`config.mk`:
```
export PLATFORM = sky130hd
export DESIGN_NAME = fp_mul_exp_normalize
export DESIGN_NICKNAME = d
export VERILOG_FILES = /design/src/rtl/fp_mul_exp_normalize.sv
export SDC_FILE = /design/constraint.sdc
export NUM_CORES = 1
export LEC_CHECK = 0
export ABC_AREA = 1
export ABC_CLOCK_PERIOD_IN_PS = 1900
export CORE_MARGIN = 3
export CORE_UTILIZATION = 47
export CTS_BUF_LIST = sky130_fd_sc_hd__clkbuf_2 sky130_fd_sc_hd__clkbuf_4 sky130_fd_sc_hd__clkbuf_8
export CTS_CLUSTER_DIAMETER = 80
export DETAILED_ROUTE_END_ITERATION = 10
export PLACE_DENSITY = 0.92
export RECOVER_POWER = 100
export SLEW_MARGIN = 20
export SYNTH_ARGS = -nofsm -noshare
export SYNTH_HDL_FRONTEND = slang
export SYNTH_SLANG_ARGS = --single-unit
```
`constraint.sdc`:
```
create_clock -name clk -period 1.9 [get_ports clk]
set_input_delay 0.38 -clock clk [delete_from_list [all_inputs] [get_ports clk]]
set_output_delay 0.38 -clock clk [all_outputs]
set_load 0.1 [all_outputs]
```
`src/rtl/fp_mul_exp_normalize.sv`:
```
// fp_mul_exp_normalize: exponent normalise / unbias / range check stage of the
// single-precision floating-point multiplier. It sits after the exponent prefix
// adder and packs an IEEE-754 result behind a 2-stage valid/ready pipeline.
// Optional feature macro: FPM_ROUND_NEAREST_EN selects round-to-nearest-even.
// Without it the fraction is truncated.
module fp_mul_exp_normalize #(
    parameter int BIAS    = 127,
    parameter int EXP_MAX = 255
) (
    input  logic        clk,
    input  logic        rst_n,
    input  logic        in_valid,
    output logic        in_ready,
    input  logic [7:0]  exp_sum,
    input  logic        exp_cout,
    input  logic [47:0] mant_prod,
    input  logic        sign_in,
    input  logic        zero_in,
    output logic        out_valid,
    input  logic        out_ready,
    output logic [31:0] result,
    output logic        overflow,
    output logic        underflow
);

    logic               s1_valid;
    logic               s2_valid;
    logic               s1_advance;
    logic               s2_advance;

    logic               s1_sign;
    logic               s1_zero;
    logic [22:0]        s1_frac;
    logic signed [9:0]  s1_eunb;

    logic               norm;
    logic [22:0]        frac_d;
    logic signed [9:0]  eunb_d;

    logic               round_inc;
    logic [23:0]        frac_sum;
    logic signed [9:0]  eunb_r;
    logic [31:0]        result_d;
    logic               overflow_d;
    logic               underflow_d;

`ifdef FPM_ROUND_NEAREST_EN
    logic               guard_d;
    logic               sticky_d;
    logic               s1_guard;
    logic               s1_sticky;
`else
    logic               unused_low_bits;
    assign unused_low_bits = ^mant_prod[22:0];
`endif

    // A stage moves when it is empty or the stage after it is moving.
    assign s2_advance = !s2_valid || out_ready;
    assign s1_advance = !s1_valid || s2_advance;
    assign in_ready   = s1_advance;
    assign out_valid  = s2_valid;

    // Select the fraction window from the product and remove the exponent bias.
    always_comb begin
        norm   = mant_prod[47];
        frac_d = norm ? mant_prod[46:24] : mant_prod[45:23];
        eunb_d = $signed({1'b0, exp_cout, exp_sum}) + $signed({9'd0, norm})
                 - $signed(10'(BIAS));
`ifdef FPM_ROUND_NEAREST_EN
        guard_d  = norm ? mant_prod[23] : mant_prod[22];
        sticky_d = norm ? (|mant_prod[22:0]) : (|mant_prod[21:0]);
`endif
    end

    // Stage 1 register: normalised fraction, unbiased exponent and side bits.
    always_ff @(posedge clk) begin
        if (!rst_n) begin
            s1_valid  <= 1'b0;
            s1_sign   <= 1'b0;
            s1_zero   <= 1'b0;
            s1_frac   <= '0;
            s1_eunb   <= '0;
`ifdef FPM_ROUND_NEAREST_EN
            s1_guard  <= 1'b0;
            s1_sticky <= 1'b0;
`endif
        end else if (s1_advance) begin
            s1_valid <= in_valid;
            if (in_valid) begin
                s1_sign   <= sign_in;
                s1_zero   <= zero_in;
                s1_frac   <= frac_d;
                s1_eunb   <= eunb_d;
`ifdef FPM_ROUND_NEAREST_EN
                s1_guard  <= guard_d;
                s1_sticky <= sticky_d;
`endif
            end
        end
    end

    // Round, fold any fraction carry into the exponent, then range check and pack.
    always_comb begin
        round_inc = 1'b0;
`ifdef FPM_ROUND_NEAREST_EN
        round_inc = s1_guard & (s1_sticky | s1_frac[0]);
`endif
        frac_sum    = {1'b0, s1_frac} + {23'd0, round_inc};
        eunb_r      = s1_eunb + $signed({9'd0, frac_sum[23]});
        overflow_d  = 1'b0;
        underflow_d = 1'b0;
        if (s1_zero) begin
            result_d = {s1_sign, 31'd0};
        end else if (eunb_r >= $signed(10'(EXP_MAX))) begin
            result_d   = {s1_sign, 8'hFF, 23'd0};
            overflow_d = 1'b1;
        end else if (eunb_r <= 10'sd0) begin
            result_d    = {s1_sign, 31'd0};
            underflow_d = 1'b1;
        end else begin
            result_d = {s1_sign, eunb_r[7:0], frac_sum[22:0]};
        end
    end

    // Stage 2 register: holds the packed result steady while stalled.
    always_ff @(posedge clk) begin
        if (!rst_n) begin
            s2_valid  <= 1'b0;
            result    <= '0;
            overflow  <= 1'b0;
            underflow <= 1'b0;
        end else if (s2_advance) begin
            s2_valid <= s1_valid;
            if (s1_valid) begin
                result    <= result_d;
                overflow  <= overflow_d;
                underflow <= underflow_d;
            end
        end
    end

endmodule

```
==> results.toml <==
[hold_path]
worstHoldEndpoint = "result[0]"
hold_class = "reg2reg"
hp-start = "result[0]"
min_path_cells = 2

[synth]
synth_area_leaders = "dfxtp_1 (47%), nand2_1 (13%), a21oi_1 (5.8%)"
synth_area_mm2 = 0.00304
synth-compound-area-share_pct = 16.2
synth_xor_area_share_pct = 1.44
synthCells = 401
ys_ff_latch = 71
synth.mux.area_fraction_pct = 0
netlist_top_cells_count = "nand2_1 (102), dfxtp_1 (71), a21oi_1 (35), o21ai_0 (32)"
yosysSeqAreaShare_pct = 46.7
synthFlopType = "dfxtp_1"
synthSimpleGateAreaFrac_pct = 26.5
synth_fp_nets = 466
synth_top_family_by_area = "simple AND/OR/NAND/NOR gates"
async_flop_share_pct = 0
ys_types = 26
synth_edf_count = 0
synth.most_common_cell = "nand2_1"
yosysWarnings = 0
syn_area_per_cell_um2 = 7.59
yosys.area_share.adder_pct = 0.822
synth_top_area_share_pct = 46.7
yosys.area.top_type = "dfxtp_1"

[finish]
design_area_mm2 = 0.00393
layout.cells.non_filler = 556
antenna_cells = 0
fin_nets = 542
syn2layout_area_growth_pct = 29.2
drive_above_1_share_pct = 16.8

[detailed_routing]
dr_total_vias = 3046
drt_first_iter_violations = 196
vias_per_cell = 5.48
ant_nets = 0
routedWlPerCell_um = 14.4
drc_errors = 0
firstDrtPassIters = 5
routed_wl_um = 8010

[pwr]
p_per_area_mw_per_mm2 = 947
p_leak_uw = 0.00170
peakVddDrop_v = 0.000584

[sta]
final-setup-viol-count = 0
clock.fmax_mhz = 569
maxSlewViolCount = 0
tightest_slew_ps = 551
finClkSkew_ps = 8.47
hold_viol = 0
relSlewSlack_pct = 63.4
layout_min_cycle_time_ps = 1760
rsz0062_at_grt = "false"
timing.final.crit_share_pct = 92.5

[placement]
place.port_buffers = 75
place_congestion = 0.877
dpl.cell_count = 541
hpwl_um = 5630
place_area_mm2 = 0.00385

[clocking]
cts.sinks = 71
h-tree-depth = 3
cts_buffers = 9
tritoncts = "yes"
root_buffer = "clkbuf_8"
clockBufferDepth = 2
ctsHoldBuffers = 0
clkTransAtPathRegs_ps = 70
clock_insertion_delay_worst_skew_ps = 340

[worst_setup_path]
reg2reg_from = "s1_valid"
cp-start-kind = "primary input"
reg2reg_depth = 6
crit_fanout = 2
reg2reg_to = "s1_frac[7]"
cp-end-kind = "flip-flop"
critical_path_required_ps = 2180
worstSetupPathType = "in2reg"
crit_arrival_ps = 2040
rrSetupSlack_ps = 300

[die]
initial_core_util_pct = 49.9
die_x_um = 86.5
coreArea_mm2 = 0.00610
die_area_mm2 = 0.00748
dieHeight_um = 86.5
placementRows = 28
io_pins = 99

[outcome]
outcome = "finished, final reports clean"

[global_routing]
grt_max_degree = 48
antenna_found_initial = 0
grt_pass1_wl_um = 13900
gr-total-overflow = 0
track_usage_pct = 23.0
grt_pass1_vias = 3088

[flow_run]
maxCapViolations = 0
[layout by cell type (no fill, tap or decap), types with 2 or more instances in the layout]
cell and instances:
a21oi_1 35, a31oi_1 23, buf_4 12, bufinv_16 3, clkbuf_2 37, clkbuf_4 6
clkbuf_8 11, clkdlybuf4s50_1 38, dfxtp_1 70, ha_1 2, inv_1 22, inv_2 2
nand2_1 104, nand2_2 2, nand3_1 23, nand4_1 23, nor2_1 18, nor2_2 2
o21ai_0 34, xnor2_1 2, xor2_1 3
[routing by layer]
layer  wire [um]  share of wire [%]  GRT usage (%)
met5           0                  0              0
met4         128                1.6           9.63
met3         590                7.4           4.66
met2        4010                 50           39.8
met1        3290                 41           27.7
[final cells by class]
| class | instances | area (um^2) |
|---|---|---|
| clock buffers | 12 | 159 |
| clock inverters | 3 | 90.1 |
| fillers | 546 | 2160 |
| inverters | 24 | 90.1 |
| multi-input cells | 277 | 1370 |
| flip-flops and latches | 71 | 1420 |
| well taps | 75 | 93.8 |
| repair buffers | 94 | 707 |
[timing repair]
item / 4_1_cts / 5_1_grt
buffers inserted: 0 / 0
gates resized for setup: 0 / 1
hold endpoints to repair: 0 / 0
setup endpoints to repair: 0 / 1
[worst max-delay path, cell delays in order]
cell	delay, ps
clkdlybuf4s50_1	470
inv_1	90
ha_1	190
inv_1	70
ha_1	160
nand3_1	130
nor2_2	160
nand2_1	70
nand2_1	80
nand3_1	70
nand2_1	60
nor2_1	40
nor2_1	70
[where the power goes]
group / total [uW] / switching (uW) / internal [uW]
clock: 1490 / 539 / 952
sequential: 1620 / 53.0 / 1570
combinational: 613 / 416 / 197
total: 3730 / 1010 / 2720
[how the worst max path moves through the flow]
stage	start	end	slack, ps	cells after the start
6_report	mant_prod[47]	s1_eunb[8]	140	13
5_1_grt	mant_prod[47]	s1_eunb[8]	30	12
4_1_cts	mant_prod[47]	s1_eunb[8]	110	13
3_5_place_dp	mant_prod[47]	s1_eunb[8]	-210	12
3_3_place_gp	mant_prod[47]	s1_eunb[8]	-130	12
2_1_floorplan	out_valid	s1_eunb[8]	90	8
[registers in the layout (all words and copies together) (netlist names)]
name       flops
s1_zero        1
overflow       1
s1_valid       1
result        32
out_valid      1
s1_frac       23
underflow      1
s1_sign        1
s1_eunb       10
[cell families (layout without fill, tap and decap cells)]
group | Yosys count | after routing
AND/OR/NAND/NOR | 177 | 177
AO/OA/AOI/OAI | 93 | 93
flip-flops | 71 | 71
buffers and inverters | 53 | 133
XOR/XNOR | 5 | 5
adder cells (fa/ha/maj) | 2 | 2
[metrics by stage]
step	total power [uW]	utilization [%]	setup WS (ps)	hold slack, ps	TNS, ps
after floorplan	2080	-	93.4	456	0
after global placement	2280	63.2	-135	453	-375
after detailed placement	2300	63.2	-214	460	-742
after CTS	3770	67.2	106	471	0
after global routing	3870	64.5	30.9	494	0
final	3730	64.5	142	468	0
Power figures use the tool's default switching activity.
